**config.mk**
```make
export PLATFORM = sky130hd
export DESIGN_NAME = tooth_gap_sync
export DESIGN_NICKNAME = d
export VERILOG_FILES = /design/src/rtl/tooth_gap_sync.sv
export SDC_FILE = /design/constraint.sdc
export NUM_CORES = 1
export LEC_CHECK = 0
export CORE_MARGIN = 3
export CORE_UTILIZATION = 56
export CTS_CLUSTER_DIAMETER = 120
export DETAILED_ROUTE_END_ITERATION = 16
export PLACE_DENSITY_LB_ADDON = 0.3
export SLEW_MARGIN = 25
export SYNTH_ARGS = -nofsm -noshare
export SYNTH_HDL_FRONTEND = slang
export SYNTH_SLANG_ARGS = --single-unit
```
**constraint.sdc**
```tcl
create_clock -name clk -period 5.75 [get_ports clk]
set_clock_uncertainty 0.05 [all_clocks]
set_input_delay 1.15 -clock clk [delete_from_list [all_inputs] [get_ports clk]]
set_output_delay 1.15 -clock clk [all_outputs]
set_load 0.05 [all_outputs]
```
**src/rtl/tooth_gap_sync.sv**
```systemverilog
// Crank tooth/gap synchroniser: measures tooth periods, detects the missing-tooth gap and tracks the tooth index.
// Optional macro TOOTH_GAP_CONFIRM_EN adds a one-tooth confirmation step before acquiring sync.
module tooth_gap_sync #(
  parameter int unsigned WIDTH      = 16,
  parameter int unsigned TCNT_WIDTH = 8
) (
  input  logic                  clk,
  input  logic                  rst,
  input  logic                  ena,
  input  logic                  cap,
  input  logic [TCNT_WIDTH-1:0] teeth_last,
  output logic [WIDTH-1:0]      period0,
  output logic [WIDTH-1:0]      period1,
  output logic [WIDTH-1:0]      period2,
  output logic [TCNT_WIDTH-1:0] tooth_cnt,
  output logic                  sync,
  output logic                  gap,
  output logic                  err,
  output logic                  ovf
);

  typedef enum logic [2:0] {
    ST_STOP    = 3'd0,
    ST_ARM     = 3'd1,
    ST_SEARCH  = 3'd2,
`ifdef TOOTH_GAP_CONFIRM_EN
    ST_CONFIRM = 3'd3,
`endif
    ST_SYNC    = 3'd4
  } state_t;

  state_t                  state_q;
  state_t                  state_d;
  logic [WIDTH-1:0]        cnt_q;
  logic                    sat_c;
  logic                    gap_crit_c;
  logic                    shift_c;
  logic [TCNT_WIDTH-1:0]   tcnt_d;
  logic                    gap_d;
  logic                    err_d;
  logic                    ovf_d;

  // Comparisons are one bit wider so doubling period0 never wraps.
  assign sat_c      = (cnt_q == {WIDTH{1'b1}});
  assign gap_crit_c = {1'b0, cnt_q} > {period0, 1'b0};
`ifdef TOOTH_GAP_CONFIRM_EN
  logic confirm_c;
  assign confirm_c  = {cnt_q, 1'b0} < {1'b0, period0};
`endif

  // Next-state and next-output decode.
  always_comb begin
    state_d = state_q;
    tcnt_d  = tooth_cnt;
    gap_d   = 1'b0;
    err_d   = 1'b0;
    ovf_d   = ovf;
    shift_c = 1'b0;
    if (ena && cap) begin
      ovf_d   = 1'b0;
      shift_c = (state_q != ST_STOP);
      case (state_q)
        ST_STOP:   state_d = ST_ARM;
        ST_ARM:    state_d = ST_SEARCH;
        ST_SEARCH: begin
          if (gap_crit_c) begin
`ifdef TOOTH_GAP_CONFIRM_EN
            state_d = ST_CONFIRM;
`else
            state_d = ST_SYNC;
            tcnt_d  = '0;
            gap_d   = 1'b1;
`endif
          end
        end
`ifdef TOOTH_GAP_CONFIRM_EN
        ST_CONFIRM: begin
          if (confirm_c) begin
            state_d = ST_SYNC;
            tcnt_d  = '0;
            gap_d   = 1'b1;
          end else begin
            state_d = ST_SEARCH;
          end
        end
`endif
        ST_SYNC: begin
          if (gap_crit_c && (tooth_cnt == teeth_last)) begin
            tcnt_d = '0;
            gap_d  = 1'b1;
          end else if (gap_crit_c || (tooth_cnt == teeth_last)) begin
            state_d = ST_SEARCH;
            tcnt_d  = '0;
            err_d   = 1'b1;
          end else begin
            tcnt_d = tooth_cnt + TCNT_WIDTH'(1);
          end
        end
        default: state_d = ST_STOP;
      endcase
    end else if (ena && sat_c && (state_q != ST_STOP)) begin
      // Stalled wheel: drop to STOP and flag the overflow.
      state_d = ST_STOP;
      tcnt_d  = '0;
      ovf_d   = 1'b1;
      err_d   = (state_q == ST_SYNC);
    end
  end

  always_ff @(posedge clk) begin
    if (rst) state_q <= ST_STOP;
    else     state_q <= state_d;
  end

  // Period counter, period history and registered outputs.
  always_ff @(posedge clk) begin
    if (rst) begin
      cnt_q     <= '0;
      period0   <= '0;
      period1   <= '0;
      period2   <= '0;
      tooth_cnt <= '0;
      sync      <= 1'b0;
      gap       <= 1'b0;
      err       <= 1'b0;
      ovf       <= 1'b0;
    end else begin
      sync      <= (state_d == ST_SYNC);
      gap       <= gap_d;
      err       <= err_d;
      ovf       <= ovf_d;
      tooth_cnt <= tcnt_d;
      if (ena) begin
        if (cap)         cnt_q <= WIDTH'(1);
        else if (!sat_c) cnt_q <= cnt_q + WIDTH'(1);
      end
      if (shift_c) begin
        period2 <= period1;
        period1 <= period0;
        period0 <= cnt_q;
      end
    end
  end

endmodule

```
==> run_results.csv, run 1 <==
group,metric,value,unit
clocking,cts_max_path_buffers,2,
cells_and_area,fin_util,0.757,
global_routing,track_usage,0.259,
critical_path,crit_arrival,3.80,ns
place,postPlaceCellArea,0.00447,mm2
power,power.share.sequential,0.533,
logic_synthesis,yosys-top-cells-count,"120 x nand2_1, 79 x dfxtp_1, 66 x a21oi_1, 27 x nor2_1, 20 x inv_1",
power,p_leak,1.59,nW
logic_synthesis,synth_nets,486,
detailed_routing,route.antenna.remaining_nets,0,
global_routing,grt_pass1_vias,3340,
clocking,cts_buffers,9,
timing,slew_viol_final,0,
timing,period_share,0.623,
detailed_routing,detail_route.vias_per_cell,5.79,
cells_and_area,final_cells,599,
hold_path,worstHoldPathType,"flip-flop to flip-flop",
job,drv_cap,0,
cells_and_area,area_delta_synth_final,26.3,%
logic_synthesis,ys_seq_area_frac,0.428,
logic_synthesis,synth_top_cell_by_area,"dfxtp_1",
timing,tns,0,ns
detailed_routing,vias,3469,
clocking,cts_hold_buf,0,
critical_path,start_kind,"flip-flop",
timing,setup_violations,0,
critical_path,critPathMaxFanout,14,
place,port_buffers,71,
critical_path,path_class,"flip-flop to flip-flop",
cells_and_area,n_antenna_cell,0,
place,post-place-cells,583,
power,clkPwrFrac,0.413,
logic_synthesis,synth_seq_cells,79,
critical_path,timing.rr.end,"tooth_cnt[6]",
critical_path,slowest_delay,0.70,ns
hold_path,hold_depth,2,
logic_synthesis,async_flop_share,0,
timing,fmax,0.279,GHz
critical_path,cp_cell_sequence,"ha_1 -> a21oi_1 -> o21ai_0 -> o2bb2ai_1 -> o31ai_2 -> inv_1 -> ha_1 -> nor4b_4 -> a41oi_1 -> a311oi_1",
outcome,status,"complete, no violations",
logic_synthesis,synth_enable_flop_cells,0,
floorplanning,coreArea,0.00617,mm2
detailed_routing,drc_errors,0,
critical_path,worstPathRequired,5.97,ns
clocking,clock_latency,0.35,ns
power,swShare,0.252,
floorplanning,num_io_pins,72,
clocking,cts_setup_buffers,0,
clocking,path_clk_slew,0.09,ns
logic_synthesis,syn_area,0.00370,mm2
logic_synthesis,syn_avg_cell_area,8.12,um2
timing,relSlewSlack,0.517,
place,place_ws,2.11,ns
timing,whs,0.408,ns
power,power.total,1.03,mW
detailed_routing,wl_per_cell,15.9,um
power,p_per_area,221,mW/mm2
logic_synthesis,synth_area_leaders,"dfxtp_1 43%, nand2_1 12%, a21oi_1 8.9%, ha_1 6.4%, xor2_1 3.1%",
critical_path,worstRegToRegCells,10,
detailed_routing,initialDrtViolationCount,213,
critical_path,crit_slowest_cell,"nor4b_4",
cells_and_area,register_area,0.00158,mm2
logic_synthesis,ys_types,51,
critical_path,rrSetupSlack,2.17,ns
critical_path,crit_top_cell,"ha_1",
global_routing,grt_pass1_wl,15800,um
critical_path,cp-end-kind,"flip-flop",
power,p_sw,261,uW
clocking,ctsResizeCount,0,
clocking,htree_levels,3,
clocking,cts_tree,"yes",
cells_and_area,multiInputGateArea,0.00196,mm2
place,hpwlAfterDp,6610,um
timing,hold_violations,0,
logic_synthesis,syn_inst,455,
critical_path,r2r-start,"cnt_q[6]",
floorplanning,die_y,87.2,um
cells_and_area,final_net_count,550,
timing,worstMarginPinSlew,0.721,ns
logic_synthesis,synthFlopType,"dfxtp_1",
clocking,ctsRootBufferMaster,"clkbuf_8",
detailed_routing,drt_first_pass_iters,5,
logic_synthesis,synth_most_common_cell,"nand2_1",
global_routing,antenna_found_initial,0,
timing,setup_slack,2.17,ns
cells_and_area,stdcell_area,0.00467,mm2
floorplanning,start_util,0.599,
cells_and_area,drive_gt1_frac,0.0706,
power,pwr-share-comb,0.054,
timing,fin_crit,3.58,ns
logic_synthesis,yosysWarnings,0,
global_routing,grt_max_degree,70,
cells_and_area,fillers,447,
place,routabilityCongestion,0.910,
hold_path,whs_endpoint,"period2[9]",
logic_synthesis,yosysTopAreaCellShare,0.428,
hold_path,hold_start,"period2[9]",
power,internal-power,773,uW
floorplanning,die_width,87.2,um
detailed_routing,drt_wl_total,9530,um
timing,rsz0062_at_grt,"no",
global_routing,globalRouteOverflowTotal,0,
floorplanning,dieArea,0.00761,mm2
floorplanning,row_count,28,
power,peakVddDrop,0.000183,V
clocking,cts.sinks,79,
[cell type report]
type,instances,share of cell area
multi-input combinational,334,0.420
sequential,79,0.339
timing repair buffer,74,0.160
clock buffer,9,0.0265
tap,75,0.0201
clock inverter,7,0.0171
inverter,21,0.0169
[flip-flops by register name (all words and copies together), names as in the netlist]
signal	cells
tooth_cnt	8
gap	1
period1	16
period0	16
err	1
ovf	1
sync	1
cnt_q	16
state_q	3
period2	16
[per-layer routing]
| layer | GRT usage | up-vias | part of all wire |
|---|---|---|---|
| li1 | - | 1670 | - |
| met1 | 0.345 | 1639 | 0.42 |
| met2 | 0.422 | 139 | 0.49 |
| met3 | 0.0454 | 21 | 0.068 |
| met4 | 0.0948 | 0 | 0.020 |
| met5 | 0 | - | 0 |
[worst max-delay path by stage]
stage	startpoint	slack, ns	depth (start not counted)	end
finish	cnt_q[6]	2.17	10	tooth_cnt[6]
global route	cnt_q[6]	1.86	10	tooth_cnt[6]
CTS	period0[13]	2.19	11	tooth_cnt[6]
detailed placement	teeth_last[3]	2.11	9	tooth_cnt[6]
global placement	ena	2.09	5	sync
floorplan	period0[5]	2.50	12	tooth_cnt[6]
[critical path: cells and delay by family, from the launching register on]
kind | cells | cell delay, ns
buf+inv | 1 | 0.19
flops | 1 | 0.52
compound gates | 6 | 1.42
simple gates | 1 | 0.70
fa+ha+maj | 2 | 0.62
[power by group through the flow]
| stage | clock network [mW] | registers, mW | logic (mW) |
|---|---|---|---|
| after floorplan | 0 | 0.564 | 0.0354 |
| after global placement | 0 | 0.564 | 0.0521 |
| after detailed placement | 0 | 0.564 | 0.0551 |
| after CTS | 0.426 | 0.551 | 0.0552 |
| after global routing | 0.452 | 0.552 | 0.0607 |
| final | 0.427 | 0.551 | 0.0559 |
[placed cells by master (no fill, tap or decap), types with 2 or more instances in the layout]
cell / instances
a211oi_1: 3
a21oi_1: 65
a311oi_1: 6
a31oi_1: 2
a41oi_1: 2
and2_1: 2
and3_1: 3
buf_4: 2
clkbuf_8: 9
clkdlybuf4s50_1: 70
clkinv_4: 2
clkinvlp_4: 2
dfxtp_1: 79
ha_1: 19
inv_1: 20
inv_6: 2
nand2_1: 120
nand2b_1: 7
nand3_1: 10
nand4_1: 5
nand4_2: 2
nand4b_1: 2
nor2_1: 27
nor3_1: 3
nor4_1: 3
o21ai_0: 7
xnor2_1: 7
xor2_1: 13
[logic make-up (layout without fill, tap and decap cells)]
logic type | count (synthesis) | after routing | synth area share
and+or+nand+nor | 194 | 194 | 0.243
AOI/OAI and AO/OA | 100 | 100 | 0.167
DFF | 79 | 79 | 0.428
buffers and inverters | 42 | 111 | 0.0440
xor gates and xnor gates | 20 | 20 | 0.0474
adders and majority gates | 19 | 19 | 0.0643
muxes | 1 | 1 | 0.00609
No activity file was read; power rests on OpenSTA's default activity.
==> inputs of run 2 (changes only) <==
Settings changed: CORE_UTILIZATION 56 to 52.
Clock period 5.75 ns to 3.6 ns, I/O delays scaled along.
==> run_results.csv, run 2 (same netlist as run 1, synthesis figures left out) <==
group,metric,value,unit
power,pwr-share-comb,0.055,
clocking,ctsRootBufferMaster,"clkbuf_8",
global_routing,grt_pass1_vias,3076,
critical_path,path_buf_inv,2,
cells_and_area,mostFrequentLayoutCells,"120 x nand2_1, 79 x dfxtp_1, 70 x clkdlybuf4s50_1",
cells_and_area,register_area,0.00158,mm2
cells_and_area,area_delta_synth_final,28.3,%
timing,slew_viol_final,0,
cells_and_area,fillers,563,
job,drv_cap,0,
floorplanning,num_io_pins,72,
hold_path,worstHoldPathType,"flip-flop to flip-flop",
clocking,cts.sinks,79,
power,clkPwrFrac,0.387,
power,p_leak,1.64,nW
global_routing,track_usage,0.220,
critical_path,crit_slowest_cell,"nor4_1",
global_routing,antenna_found_initial,0,
detailed_routing,initialDrtViolationCount,194,
detailed_routing,drt_wl_total,9180,um
detailed_routing,route.antenna.remaining_nets,0,
place,hpwlAfterDp,6630,um
detailed_routing,drt_first_pass_iters,5,
floorplanning,die_y,90.3,um
cells_and_area,multiInputGateArea,0.00196,mm2
cells_and_area,final_net_count,562,
timing,period_share,0.900,
global_routing,globalRouteOverflowTotal,0,
clocking,cts_tree,"yes",
floorplanning,row_count,30,
power,internal-power,1.16,mW
timing,fmax,0.309,GHz
global_routing,grt_pass1_wl,14800,um
clocking,htree_levels,3,
timing,worstMarginPinSlew,0.749,ns
cells_and_area,drive_gt1_frac,0.0914,
power,swShare,0.262,
detailed_routing,detail_route.vias_per_cell,5.46,
timing,relSlewSlack,0.497,
timing,tns,0,ns
timing,fin_crit,3.24,ns
clocking,cts_buffers,9,
power,power.share.sequential,0.558,
critical_path,crit_family,"compound AO/OA/AOI/OAI gates",
clocking,cts_max_path_buffers,2,
power,peakVddDrop,0.000238,V
detailed_routing,drc_errors,0,
global_routing,grt_max_degree,50,
critical_path,slowest_delay,0.48,ns
timing,rsz0062_at_grt,"no",
critical_path,crit_arrival,3.46,ns
critical_path,cp_cell_sequence,"inv_1 -> ha_1 -> nand4b_1 -> nor4_1 -> a21boi_2 -> o31ai_2 -> inv_1 -> ha_1 -> nor4b_1 -> a21oi_1 -> nor2_1 -> mux2i_4 -> o221ai_2 -> a311oi_2",
timing,hold_violations,0,
clocking,clock_latency,0.36,ns
detailed_routing,vias,3448,
floorplanning,dieArea,0.00815,mm2
critical_path,cp-end-kind,"flip-flop",
power,p_sw,414,uW
outcome,status,"complete, no violations",
place,routabilityCongestion,0.848,
floorplanning,start_util,0.541,
floorplanning,coreArea,0.00683,mm2
critical_path,worstPathRequired,3.82,ns
power,p_per_area,333,mW/mm2
clocking,path_clk_slew,0.09,ns
cells_and_area,final_common_cell,"nand2_1",
critical_path,critPathMaxFanout,4,
cells_and_area,fin_util,0.694,
timing,setup_violations,0,
critical_path,start_kind,"flip-flop",
floorplanning,die_width,90.3,um
place,port_buffers,71,
critical_path,path_class,"flip-flop to flip-flop",
cells_and_area,n_antenna_cell,0,
detailed_routing,wl_per_cell,14.5,um
-- run 2: changes by cell type in the layout (fill, tap and decap cells not counted), sizes merged --
cell      before  now
clkinvlp       2    1
bufinv         1    0
inv           22   23
clkinv         3    4
buf            4   16
-- run 2: stage by stage --
stage	hold WS, ns	instances	power [mW]	instance area, um2	setup WS, ns
4_1_cts	0.408	630	1.58	4730	0.136
5_1_grt	0.431	632	1.63	4740	0.136
3_5_place_dp	0.396	614	0.988	4550	0.210
3_3_place_gp	0.392	614	0.986	4550	0.297
2_1_floorplan	0.420	455	0.958	3700	0.346
6_report	0.406	632	1.58	4740	0.359
-- run 2: path summary, 6_finish.rpt --
kind,from,end,slack [ns],depth (start not counted)
worst max-delay path,period0[14],sync,0.36,14
worst min-delay path,period2[13],period2[13],0.41,2
worst max register to register,period0[14],sync,0.36,14
worst min register to register,period2[13],period2[13],0.41,2
-- run 2: final cells by class --
| type | instances | share of cell area |
|---|---|---|
| clock buffers | 9 | 0.0261 |
| clock inverters | 7 | 0.0119 |
| inverters | 21 | 0.0166 |
| multi-input cells | 334 | 0.414 |
| flip-flops and latches | 79 | 0.334 |
| well taps | 96 | 0.0253 |
| repair buffers | 86 | 0.173 |
-- run 2: timing repair --
item                                    in CTS  in global routing
resized for setup                            0                  0
hold buffers                                 0                  0
buffers inserted                             0                  2
endpoints found under the setup margin       0                  6
-- run 2: metal layers --
| layer | share of wire | wire length [um] | up-vias | global-route usage |
|---|---|---|---|---|
| met2 | 0.46 | 4200 | 124 | 0.341 |
| li1 | - | - | 1704 | - |
| met1 | 0.45 | 4110 | 1599 | 0.296 |
| met3 | 0.071 | 647 | 21 | 0.0442 |
| met4 | 0.024 | 218 | 0 | 0.101 |
| met5 | 0 | 0 | - | 0 |
-- run 2: power by group through the flow --
stage / Clock, mW / Combinational [mW] / Sequential (mW)
final: 0.610 / 0.0875 / 0.880
after global routing: 0.656 / 0.0962 / 0.881
after CTS: 0.613 / 0.0872 / 0.880
after detailed placement: 0 / 0.0868 / 0.901
after global placement: 0 / 0.0854 / 0.901
after floorplan: 0 / 0.0565 / 0.901
-- run 2: worst min-delay path, delay by kind of cell (launching register included) --
family	cells	cell delay [ns]
flops	1	0.31
simple gates	1	0.05
compound gates	1	0.05
